[src/rtl/mux4_rr_arbiter.sv]
// mux4_rr_arbiter: four-way round-robin arbiter that captures the winner's data word and holds it until it is accepted or times out.
module mux4_rr_arbiter #(
    parameter int data_width = 32,
    parameter int timeout    = 16
) (
    input  logic                  i_clk,
    input  logic                  i_rst_n,
    input  logic [3:0]            i_req,
    input  logic [data_width-1:0] i_a,
    input  logic [data_width-1:0] i_b,
    input  logic [data_width-1:0] i_c,
    input  logic [data_width-1:0] i_d,
    input  logic                  i_ready,
    output logic [1:0]            o_sel,
    output logic [data_width-1:0] o_data,
    output logic                  o_valid,
    output logic [3:0]            o_ack,
    output logic                  o_timeout
);
    localparam int cw = (timeout > 1) ? $clog2(timeout) : 1;
    localparam logic [cw-1:0] stall_max = cw'((timeout > 0) ? timeout - 1 : 0);

    typedef enum logic {IDLE, HOLD} state_t;

    state_t                  state, state_nxt;
    logic [1:0]              ptr, win, ofs;
    logic [7:0]              req2;
    logic [3:0]              rot;
    logic [cw-1:0]           stall;
    logic [data_width-1:0]   sel_data;
    logic                    capture, done, expire;

    // Rotating the request vector by ptr turns the round-robin scan into a fixed-priority one.
    always_comb begin
        req2      = {i_req, i_req};
        rot       = req2[ptr +: 4];
        ofs       = rot[0] ? 2'd0 : rot[1] ? 2'd1 : rot[2] ? 2'd2 : 2'd3;
        win       = ptr + ofs;
        sel_data  = (win == 2'd0) ? i_a : (win == 2'd1) ? i_b : (win == 2'd2) ? i_c : i_d;
        expire    = (timeout != 0) && !i_ready && (stall == stall_max);
        capture   = (state == IDLE) && (i_req != 4'd0);
        done      = (state == HOLD) && (i_ready || expire);
        state_nxt = capture ? HOLD : done ? IDLE : state;
    end

    assign o_valid = (state == HOLD);

    always_ff @(posedge i_clk or negedge i_rst_n) begin
        if (!i_rst_n) begin
            state     <= IDLE;
            ptr       <= 2'd0;
            stall     <= '0;
            o_sel     <= 2'd0;
            o_data    <= '0;
            o_ack     <= 4'd0;
            o_timeout <= 1'b0;
        end else begin
            state     <= state_nxt;
            o_ack     <= capture ? (4'b0001 << win) : 4'd0;
            o_timeout <= (state == HOLD) && expire;
            if (capture) begin
                o_sel  <= win;
                o_data <= sel_data;
                stall  <= '0;
            end else if (state == HOLD && !i_ready) begin
                stall <= stall + 1'b1;
            end
            if (done)
                ptr <= o_sel + 2'd1;
        end
    end
endmodule

[config.mk]
export PLATFORM = sky130hd
export DESIGN_NAME = mux4_rr_arbiter
export DESIGN_NICKNAME = d
export VERILOG_FILES = /design/src/rtl/mux4_rr_arbiter.sv
export SDC_FILE = /design/constraint.sdc
export NUM_CORES = 1
export LEC_CHECK = 0
export CAP_MARGIN = 30
export CORE_ASPECT_RATIO = 1.2
export CORE_UTILIZATION = 41
export DETAILED_ROUTE_END_ITERATION = 10
export PLACE_DENSITY_LB_ADDON = 0.08
export SLEW_MARGIN = 0
export SYNTH_ARGS = -nofsm -noshare
export SYNTH_HDL_FRONTEND = slang
export SYNTH_SLANG_ARGS = --single-unit
[constraint.sdc]
create_clock -name i_clk -period 3.4 [get_ports i_clk]
set_input_delay 0.68 -clock i_clk [delete_from_list [all_inputs] [get_ports i_clk]]
set_output_delay 0.68 -clock i_clk [all_outputs]
set_load 0.01 [all_outputs]
==> metrics.md <==
| Metric | Value |
|---|---|
| Post_cts resized | `0` |
| 1st-iter DRT viols | `170` |
| CP cell instances | `clkdlybuf4s50_1 -> a21oi_1 -> a211oi_1 -> a21oi_1 -> ha_4 -> or4_1 -> a21oi_4 -> buf_4 -> a211oi_1` |
| Setup Buffers After CTS | `0` |
| Clock power frac | `under 10%` |
| DIE HEIGHT | `102 um` |
| H-tree depth | `2` |
| Worst Hold Class | `primary input to asynchronous set/reset pin` |
| DRC errors left | `0` |
| Ratio of cells with drive above 1 in the final layout | `a little under a tenth` |
| Post-synth EDFFs | `0` |
| N_diodes | `0` |
| Die X-Extent | `85.2 um` |
| Max Cap Violations | `0` |
| Grt ovf | `0` |
| Later-pin clock latency in the skew report | `roughly 290 ps` |
| Total number of vias | `about 3.3k` |
| Status | `completed` |
| Slowest-stage cell, CP | `or4_1` |
| Maximum VDD drop | `0.949 mV` |
| Syn_nets | `about 500` |
| Pre-CTS setup slack | `approximately 160 ps` |
| Area leader, netlist | `dfrtp_1` |
| Comb pwr share | `70.8%` |
| GPL Wtd Cong | `between 0.7 and 0.8` |
| # rows | `36` |
| # IOs | `between 150 and 200` |
| # setup viols final | `0` |
| CTS Buffer Depth | `2` |
| Async SR Flop Fraction | `between 90% and 100%` |
| Total CTS buffers | `5` |
| Layout Area Growth over Synthesis | `52.3%` |
| Fin. Hold Viols | `0` |
| Achievable Freq | `about 0.34 GHz` |
| Sequential power share | `about 22%` |
| Top_reg_cell synth | `dfrtp_1` |
| CP Capture Type | `flip-flop` |
| Die Area | `between 0.008 and 0.009 mm2` |
| Maximum fanout along the worst path | `19` |
| Largest net degree at the start of global routing | `51` |
| Setup TNS Final | `0 ps` |
| Final Worst Setup Slack | `approximately 460 ps` |
| CP top delay family | `buffers and inverters` |
| Sw frac | `between 40 and 50%` |
| Mapped Area | `between 0.003 and 0.004 mm2` |
| CTS clk-pin slew, worst paths | `90 ps` |
| Post-synth top cells | `dfrtp_1, a21oi_1, nor2_1` |
| Slew at the pin closest to its max-slew limit | `around 890 ps` |
| Net Switching | `around 2.1 mW` |
| WP buf/inv | `2` |
| #FFs+latches synth | `46` |
| Internal | `2.59 mW` |
| Leak pwr | `approximately 2.3 nW` |
| Layout Nets | `654` |
| Crit path required time | `approximately 3600 ps` |
| Fin crit period | `2940 ps` |
| Cell count after synthesis | `between 300 and 400` |
| Max-slew headroom | `between 40 and 50%` |
| Hpwl dp | `~7 mm` |
| Category of the most critical setup path | `primary input to flip-flop` |
| Synth Area per Inst | `between 9 and 10 um2` |
| Share of the synthesized area in the top cell type | `between 30% and 40%` |
| Core box area | `approximately 0.0081 mm2` |
| Routed Antenna Nets | `0` |
| Drt pass-1 iters | `4` |
| CTS tree | `done` |
| FILL cells | `between 600 and 700` |
| Starting density of the core | `42.0%` |
| Final worst path period share | `just under 90%` |
| Vias per inst | `5.47` |
| Worst Skew | `just under 7 ps` |
| Power Dens Cells | `between 900 and 1000 mW/mm2` |
| Number of global-route vias before repair | `~3.2k` |
| Clk root buf | `clkbuf_8` |
| Yosys cell types | `39` |
| Crit-path max cell delay | `610 ps` |
| Initial antenna violation count | `0` |
| Port bufs | `174` |
| RSZ-0062 raised after global routing | `no` |
| First-pass GRT wire length | `between 15 and 20 mm` |
| Seq/Total Area, Yosys | `between 30% and 40%` |
| YS warnings | `0` |
| Hold Buf Count CTS | `0` |
| Final hold slack | `~240 ps` |
| Wirelength per Cell | `16.3 um` |
| Crit path arrival time | `3100 ps` |
| Synth area leaders | `dfrtp_1, mux2i_1, o211a_1` |
| Most numerous cell in the Yosys netlist | `dfrtp_1` |
| GRT Util Overall | `23.0%` |
| Final Slew Violations | `0` |
| # clock sinks | `46` |
| Crit start category | `primary input` |
| Total wire length | `between 9 and 10 mm` |
-- power groups by stage --
stage / Clock, mW / Sequential (mW) / Combinational (mW)
2_1_floorplan: 0 / 1.11 / 2.28
3_3_place_gp: 0 / 1.03 / 3.26
3_5_place_dp: 0 / 1.04 / 3.33
4_1_cts: 0.342 / 1.04 / 3.34
5_1_grt: 0.357 / 1.08 / 3.59
6_report: 0.329 / 1.04 / 3.31
-- path summary, 6_finish.rpt --
kind	from	endpoint	slack, ps	cells after the start
setup / recovery	i_req[0]	o_data[15]	460	9
hold / removal	i_rst_n	o_data[9]	240	1
setup reg to reg	ptr[1]	o_data[15]	900	9
hold reg to reg	stall[2]	stall[2]	520	1
max in group asynchronous	i_rst_n	o_ack[0]	2660	2
min in group i_clk	stall[2]	stall[2]	520	1
-- metrics by stage --
stage | utilization [%] | area [um2] | instances | power [mW]
3_5_place_dp | 63.0 | 5110 | 605 | 4.37
2_1_floorplan | - | 3410 | 357 | 3.39
3_3_place_gp | 62.8 | 5090 | 604 | 4.29
5_1_grt | 64.0 | 5190 | 612 | 5.03
4_1_cts | 64.0 | 5190 | 612 | 4.72
6_report | 64.0 | 5190 | 612 | 4.68
-- registers in the layout, indices dropped and copies added (netlist names) --
signal / cells
o_ack: 4
ptr: 2
o_timeout: 1
o_valid: 1
o_sel: 2
stall: 4
o_data: 32
-- kinds of logic (layout without fill, tap and decap cells) --
group,Yosys count,count (layout),synth area share (%)
compound gates,114,114,27.1
xor+xnor,3,3,0.771
fa+ha+maj,2,2,0.734
buf+inv,34,194,8.59
flops,46,46,33.8
mux,32,32,9.40
simple gates,126,126,19.6
-- cells in the final DEF (no fill, tap or decap), types with 11 or more instances in the layout --
cell type,n
nand2b_1,15
nor2_1,37
a211oi_1,19
o211a_1,32
a21oi_1,38
clkdlybuf4s50_1,173
nand2_1,11
nor3_1,33
dfrtp_1,46
mux2i_1,32
a211oi_2,15
-- layer usage --
layer	track usage, %	wire, um
met3	3.47	638
met5	0	0
met1	29.1	4330
met4	5.22	82
met2	41.6	4950
-- final cells by class --
cell class	count	area, um2	area share (%)
Multi-Input combinational cell	277	1980	38.1
Timing Repair Buffer	185	1860	35.8
Sequential cell	46	1150	22.2
Tap cell	95	119	2.29
Clock buffer	6	72.6	1.40
Clock inverter	1	7.51	0.145
Inverter	2	7.51	0.145
Power figures use the tool's default switching activity.
